`src/rtl/x_input_conditioner.sv`:
```
// x_input_conditioner: synchronizes and debounces a bouncing raw level and
// produces a clean registered level plus one-cycle edge pulses.
//
// Ports:
//   c       input   clock, all state changes on the rising edge
//   reset   input   asynchronous active-low reset
//   raw_in  input   asynchronous raw level (switch / external line)
//   x       output  registered clean level
//   x_rise  output  registered one-cycle pulse when x goes 0->1
//   x_fall  output  registered one-cycle pulse when x goes 1->0
//   busy    output  registered, high while a level change is being qualified
module x_input_conditioner #(
   parameter int unsigned STABLE_CYCLES = 8,
   parameter int unsigned CNT_W         = 4
) (
   input  logic c,
   input  logic reset,
   input  logic raw_in,
   output logic x,
   output logic x_rise,
   output logic x_fall,
   output logic busy
);

   localparam logic [1:0] LOW      = 2'd0;
   localparam logic [1:0] CHK_HIGH = 2'd1;
   localparam logic [1:0] HIGH     = 2'd2;
   localparam logic [1:0] CHK_LOW  = 2'd3;

   localparam logic [CNT_W-1:0] CNT_LAST = CNT_W'(STABLE_CYCLES - 1);

   logic             sync1;
   logic             s;
   logic [1:0]       state;
   logic [1:0]       state_nxt;
   logic [CNT_W-1:0] cnt;
   logic [CNT_W-1:0] cnt_nxt;
   logic             x_nxt;
   logic             x_rise_nxt;
   logic             x_fall_nxt;
   logic             busy_nxt;

   // Two-flop synchronizer; the only reader of raw_in.
   always_ff @(posedge c or negedge reset) begin
      if (!reset) begin
         sync1 <= 1'b0;
         s     <= 1'b0;
      end else begin
         sync1 <= raw_in;
         s     <= sync1;
      end
   end

   // State, counter and registered outputs.
   always_ff @(posedge c or negedge reset) begin
      if (!reset) begin
         state  <= LOW;
         cnt    <= '0;
         x      <= 1'b0;
         x_rise <= 1'b0;
         x_fall <= 1'b0;
         busy   <= 1'b0;
      end else begin
         state  <= state_nxt;
         cnt    <= cnt_nxt;
         x      <= x_nxt;
         x_rise <= x_rise_nxt;
         x_fall <= x_fall_nxt;
         busy   <= busy_nxt;
      end
   end

   // Next-state / counter logic; outputs are decoded from the next state so
   // they change on the same edge as the state itself.
   always_comb begin
      state_nxt  = state;
      cnt_nxt    = cnt;
      x_rise_nxt = 1'b0;
      x_fall_nxt = 1'b0;

      case (state)
         LOW: begin
            if (s) begin
               state_nxt = CHK_HIGH;
               cnt_nxt   = CNT_W'(1);
            end else begin
               cnt_nxt   = '0;
            end
         end
         CHK_HIGH: begin
            if (!s) begin
               state_nxt = LOW;
               cnt_nxt   = '0;
            end else if (cnt == CNT_LAST) begin
               state_nxt  = HIGH;
               cnt_nxt    = '0;
               x_rise_nxt = 1'b1;
            end else begin
               cnt_nxt = cnt + CNT_W'(1);
            end
         end
         HIGH: begin
            if (!s) begin
               state_nxt = CHK_LOW;
               cnt_nxt   = CNT_W'(1);
            end else begin
               cnt_nxt   = '0;
            end
         end
         CHK_LOW: begin
            if (s) begin
               state_nxt = HIGH;
               cnt_nxt   = '0;
            end else if (cnt == CNT_LAST) begin
               state_nxt  = LOW;
               cnt_nxt    = '0;
               x_fall_nxt = 1'b1;
            end else begin
               cnt_nxt = cnt + CNT_W'(1);
            end
         end
         default: begin
            state_nxt = LOW;
            cnt_nxt   = '0;
         end
      endcase

      x_nxt    = (state_nxt == HIGH)     || (state_nxt == CHK_LOW);
      busy_nxt = (state_nxt == CHK_HIGH) || (state_nxt == CHK_LOW);
   end

endmodule

```
`config.mk`:
```
export PLATFORM = sky130hd
export DESIGN_NAME = x_input_conditioner
export DESIGN_NICKNAME = d
export VERILOG_FILES = /design/src/rtl/x_input_conditioner.sv
export SDC_FILE = /design/constraint.sdc
export NUM_CORES = 1
export LEC_CHECK = 0
export ABC_AREA = 0
export CAP_MARGIN = 20
export CORE_MARGIN = 1.5
export CORE_UTILIZATION = 30
export CTS_BUF_LIST = sky130_fd_sc_hd__clkbuf_2
export DETAILED_ROUTE_END_ITERATION = 10
export PLACE_DENSITY_LB_ADDON = 0.15
export SLEW_MARGIN = 15
export SYNTH_ARGS = -nofsm -noshare
export SYNTH_HDL_FRONTEND = slang
export SYNTH_SLANG_ARGS = --single-unit
```
`constraint.sdc`:
```
create_clock -name c -period 1.6 [get_ports c]
set_clock_uncertainty 0.1 [all_clocks]
set_input_delay 0.24 -clock c [delete_from_list [all_inputs] [get_ports c]]
set_output_delay 0.24 -clock c [all_outputs]
set_load 0.03 [all_outputs]
```
Word-level counts from Yosys, hierarchy flattened
Index checks and enable logic that the tools add are counted.
{"block": "classes", "reduce_logical": 3, "n_div": 0, "eq_ne": 7, "multipliers": 0, "n_mux": 18, "addsub": 1, "n_lt_le_gt_ge": 0, "bitwise_logic": 0, "shifts": 0}
{"cell": "$pmux W4 S4", "count": 1}
{"cell": "$mux W2", "count": 6}
{"cell": "$mux W4", "count": 3}
{"cell": "$eq A2 B2 Y1 const B", "count": 4}
{"cell": "$pmux W2 S4", "count": 1}
{"cell": "$mux W1", "count": 7}
{"cell": "$add A4 B1 Y4 const B", "count": 1}
{"cell": "$eq A2 B1 Y1 const B", "count": 2}
{"cell": "$eq A4 B3 Y1 const B", "count": 1}
{"cell": "$logic_not A2 Y1", "count": 1}
{"cell": "$logic_or A1 B1 Y1", "count": 2}
{"block": "word_totals", "output_inout_bits": 4, "ff_bits": 12, "rom_bits": 0, "n_memories": 0, "latchBits": 0, "wordCells": 37, "ramBits": 0}

Depth between registers and ports, before layout
{"block": "depth", "word_depth": 6, "depth_mapped": 4, "ltp_nobuf": 4}

Least setup slack after synthesis
No wires, ideal clock.
{"block": "synth_path", "path_kind": "register to register", "startpoint": "register cnt[0]", "endpoint": "register state[1]", "arrival_ps": 1117, "period_less_slack_ps": 1342, "path_stages_with_launch": 4, "t_required_ps": 1375, "path_slack_ps": 258, "path_cell_list": "dfrtp_1 ha_1 nand4b_1 mux2_2"}
{"block": "synth_via", "elab_chain_len": 4, "elab_cells_between_ends": 6, "cone_classes": "eq/ne (1); mux (5)"}
{"element": "start, declared", "line": "36", "text": "logic [CNT_W-1:0] cnt;"}
{"element": "start signal, assigned", "line": "65", "text": "cnt <= cnt_nxt;"}
{"element": "$eq A4 B3 Y1 *", "line": "94, 114"}
{"element": "$mux W2 (on tied branches)", "line": "114, 94"}
{"element": "$mux W2 (on tied branches)", "line": "111, 91"}
{"element": "$pmux W2 S4 *", "line": "81", "text": "case (state)"}
{"element": "via state_nxt[1]", "line": "35", "text": "logic [1:0] state_nxt;"}
{"element": "end signal, assigned", "line": "64", "text": "state <= state_nxt;"}
{"element": "end, declared", "line": "34", "text": "logic [1:0] state;"}
Mark *: on every way through the listed nets, which the timed path passes. The rest lies on a longest branch.

Final worst setup path
Ends and elaborated chain as after synthesis.

==> out/metrics.cfg <==
[yosys]
synth_cell_types = 14
ys_ff_latch = 11
yosysWarnings = 0
synth_nets = 32
ys_seq_area_frac = 0.688
netlist_area_um2 = 400
synthCells = 28
synth.avg_cell_area_um2 = 14.3

[pwr]
power_uw = 473
swShare = 0.227
pwr-share-seq = 0.619
p_int_uw = 365
p_comb_frac = 0.057
p_leak_nw = 0.250
peakVddDrop_uv = 509
clock_power_share = 0.324
p_sw_uw = 108
p_per_area_nw_per_um2 = 959

[global_routing]
grt_pass1_vias = 238
antenna_found_initial = 0
grt_pass1_wl_um = 1030
grt_use_total = 0.109
grt_max_degree = 12
gr-total-overflow = 0

[routing]
drc = 0
vias = 242
drtIter0Drc = 5
viasPerCell = 4.65
drtAntennaViolNets = 0
drt-total-wl_um = 550
wl_per_cell_um = 10.6
drt_pass1_iterations = 2

[cells_and_area]
post-route-util = 0.421
drive_above_1_share = 0.158
area_delta_synth_final_pct = 23.1
layout.nets = 43
final_common_cell = dfrtp_1
antennaDiodeCount = 0
n_fill_cell = 120
final_cell_mix = 11 x dfrtp_1, 4 x clkbuf_2, 4 x dlygate4sd2_1

[floorplan]
fp.dieW_um = 39.5
io_pins = 7
rows = 12
die-area_um2 = 1560
die_y_um = 39.5
initial_core_util = 0.342
core_area_um2 = 1170

[setup_path]
max_stage_delay_ns = 0.42
crit_buf_inv = 0
crit_type = register to register
cp_cell_sequence = ha_1 > nand4b_1 > mux2_2
path_max_fanout = 5
r2r_cells = 3
cp.depth = 3
critPathCaptureType = register
critPathSlowestCell = dfrtp_1
cp-start-kind = register
cp_data_required_time_ns = 1.64
crit_family = flip-flops
worst_ep_arrival_time_ns = 1.47

[clock_network]
post_cts_buffers = 0
clockBufferDepth = 2
hold_buffers = 0
cts_resized = 4
cts_tree = built
cts_htree_levels = 1
root_buffer = clkbuf_2
path_clk_slew_ns = 0.10
insertion_delay_ns = 0.25
cts_buffers = 3
clock-sinks = 11

[sta]
worst_pin_slew_ns = 0.467
layout_setup_ws_ns = 0.169
finalMaxSlewViolations = 0
max_freq_ghz = 0.699
tns_ns = 0
setup_violations = 0
rsz0062_at_grt = false
hold_viol_final = 0
max_slew_margin = 0.688
period_needed_ns = 1.43
finalCritPeriodShare = 0.894

[place]
place_congestion = 0.746
pre_cts_ws_ns = 0.186
dp_hpwl_um = 413
port_buffers = 6

[run]
drv_cap = 0

[worst_hold_path]
hold_path.class = input pin to asynchronous set/reset pin

[status]
outcome = finished, final reports clean

## flip-flops by register name (all words and copies together) (netlist names)
signal	count
sync1	1
state	2
busy	1
s	1
cnt	4
x_fall	1
x_rise	1
## cell type report
cell class / count / area, um2 / share of cell area
Tap cell: 14 / 17.5 / 0.0355
Timing Repair Buffer: 6 / 55.1 / 0.112
Clock buffer: 4 / 20.0 / 0.0406
Multi-Input combinational cell: 17 / 125 / 0.254
Sequential cell: 11 / 275 / 0.558
## synthesized netlist by cell type
cell type   n  share of area
nand2_1     1         0.0094
dfrtp_1    11           0.69
and2_1      2          0.031
nand4b_1    1          0.022
nor3b_1     2          0.037
mux2i_1     1          0.025
ha_1        1          0.031
nor2_1      3          0.028
and3_1      1          0.016
a21boi_2    1          0.028
mux2_2      1          0.028
xnor2_1     1          0.022
xor2_1      1          0.022
nand3_1     1          0.012
## kinds of logic after synthesis
group,count (synthesis),synth area share
xor gates and xnor gates,2,0.0438
and+or+nand+nor,11,0.156
muxes,2,0.0531
AOI/OAI and AO/OA,1,0.0281
DFF,11,0.687
adders and majority gates,1,0.0312
## worst register-to-register path, delay by kind of cell, from the launching register on
family	cells	cell delay, ns
mux	1	0.36
flops	1	0.42
fa+ha+maj	1	0.25
simple gates	1	0.19
## metal layers
metal	track usage	up-vias	part of all wire
li1	-	115	-
met1	0.130	117	0.45
met2	0.152	8	0.46
met3	0.0511	2	0.073
met4	0.0776	0	0.015
met5	0	-	0
## stage by stage
stage          hold WS [ns]  cells  area (um2)
5_1_grt               0.228     52         493
2_1_floorplan        -0.156     28         400
3_3_place_gp          0.243     48         478
3_5_place_dp          0.248     48         478
4_1_cts               0.196     52         493
6_report              0.200     52         493
## power by group through the flow
stage | logic (mW) | registers, mW | clock network (mW)
floorplan | 0.0102 | 0.301 | 0
global placement | 0.0281 | 0.298 | 0
detailed placement | 0.0287 | 0.299 | 0
CTS | 0.0278 | 0.293 | 0.165
global route | 0.0304 | 0.294 | 0.173
finish | 0.0268 | 0.293 | 0.153
## final timing paths
check / endpoint / slack (ns) / startpoint
max reg2reg: state[1]$_DFF_PN0_ / 0.17 / cnt[0]$_DFF_PN0_
max: state[1]$_DFF_PN0_ / 0.17 / cnt[0]$_DFF_PN0_
min in group c: s$_DFF_PN0_ / 0.27 / sync1$_DFF_PN0_
min: x_rise$_DFF_PN0_ / 0.20 / reset
min reg2reg: s$_DFF_PN0_ / 0.27 / sync1$_DFF_PN0_
max in group asynchronous: state[0]$_DFF_PN0_ / 0.88 / reset
(Power assumes the default switching activity.)
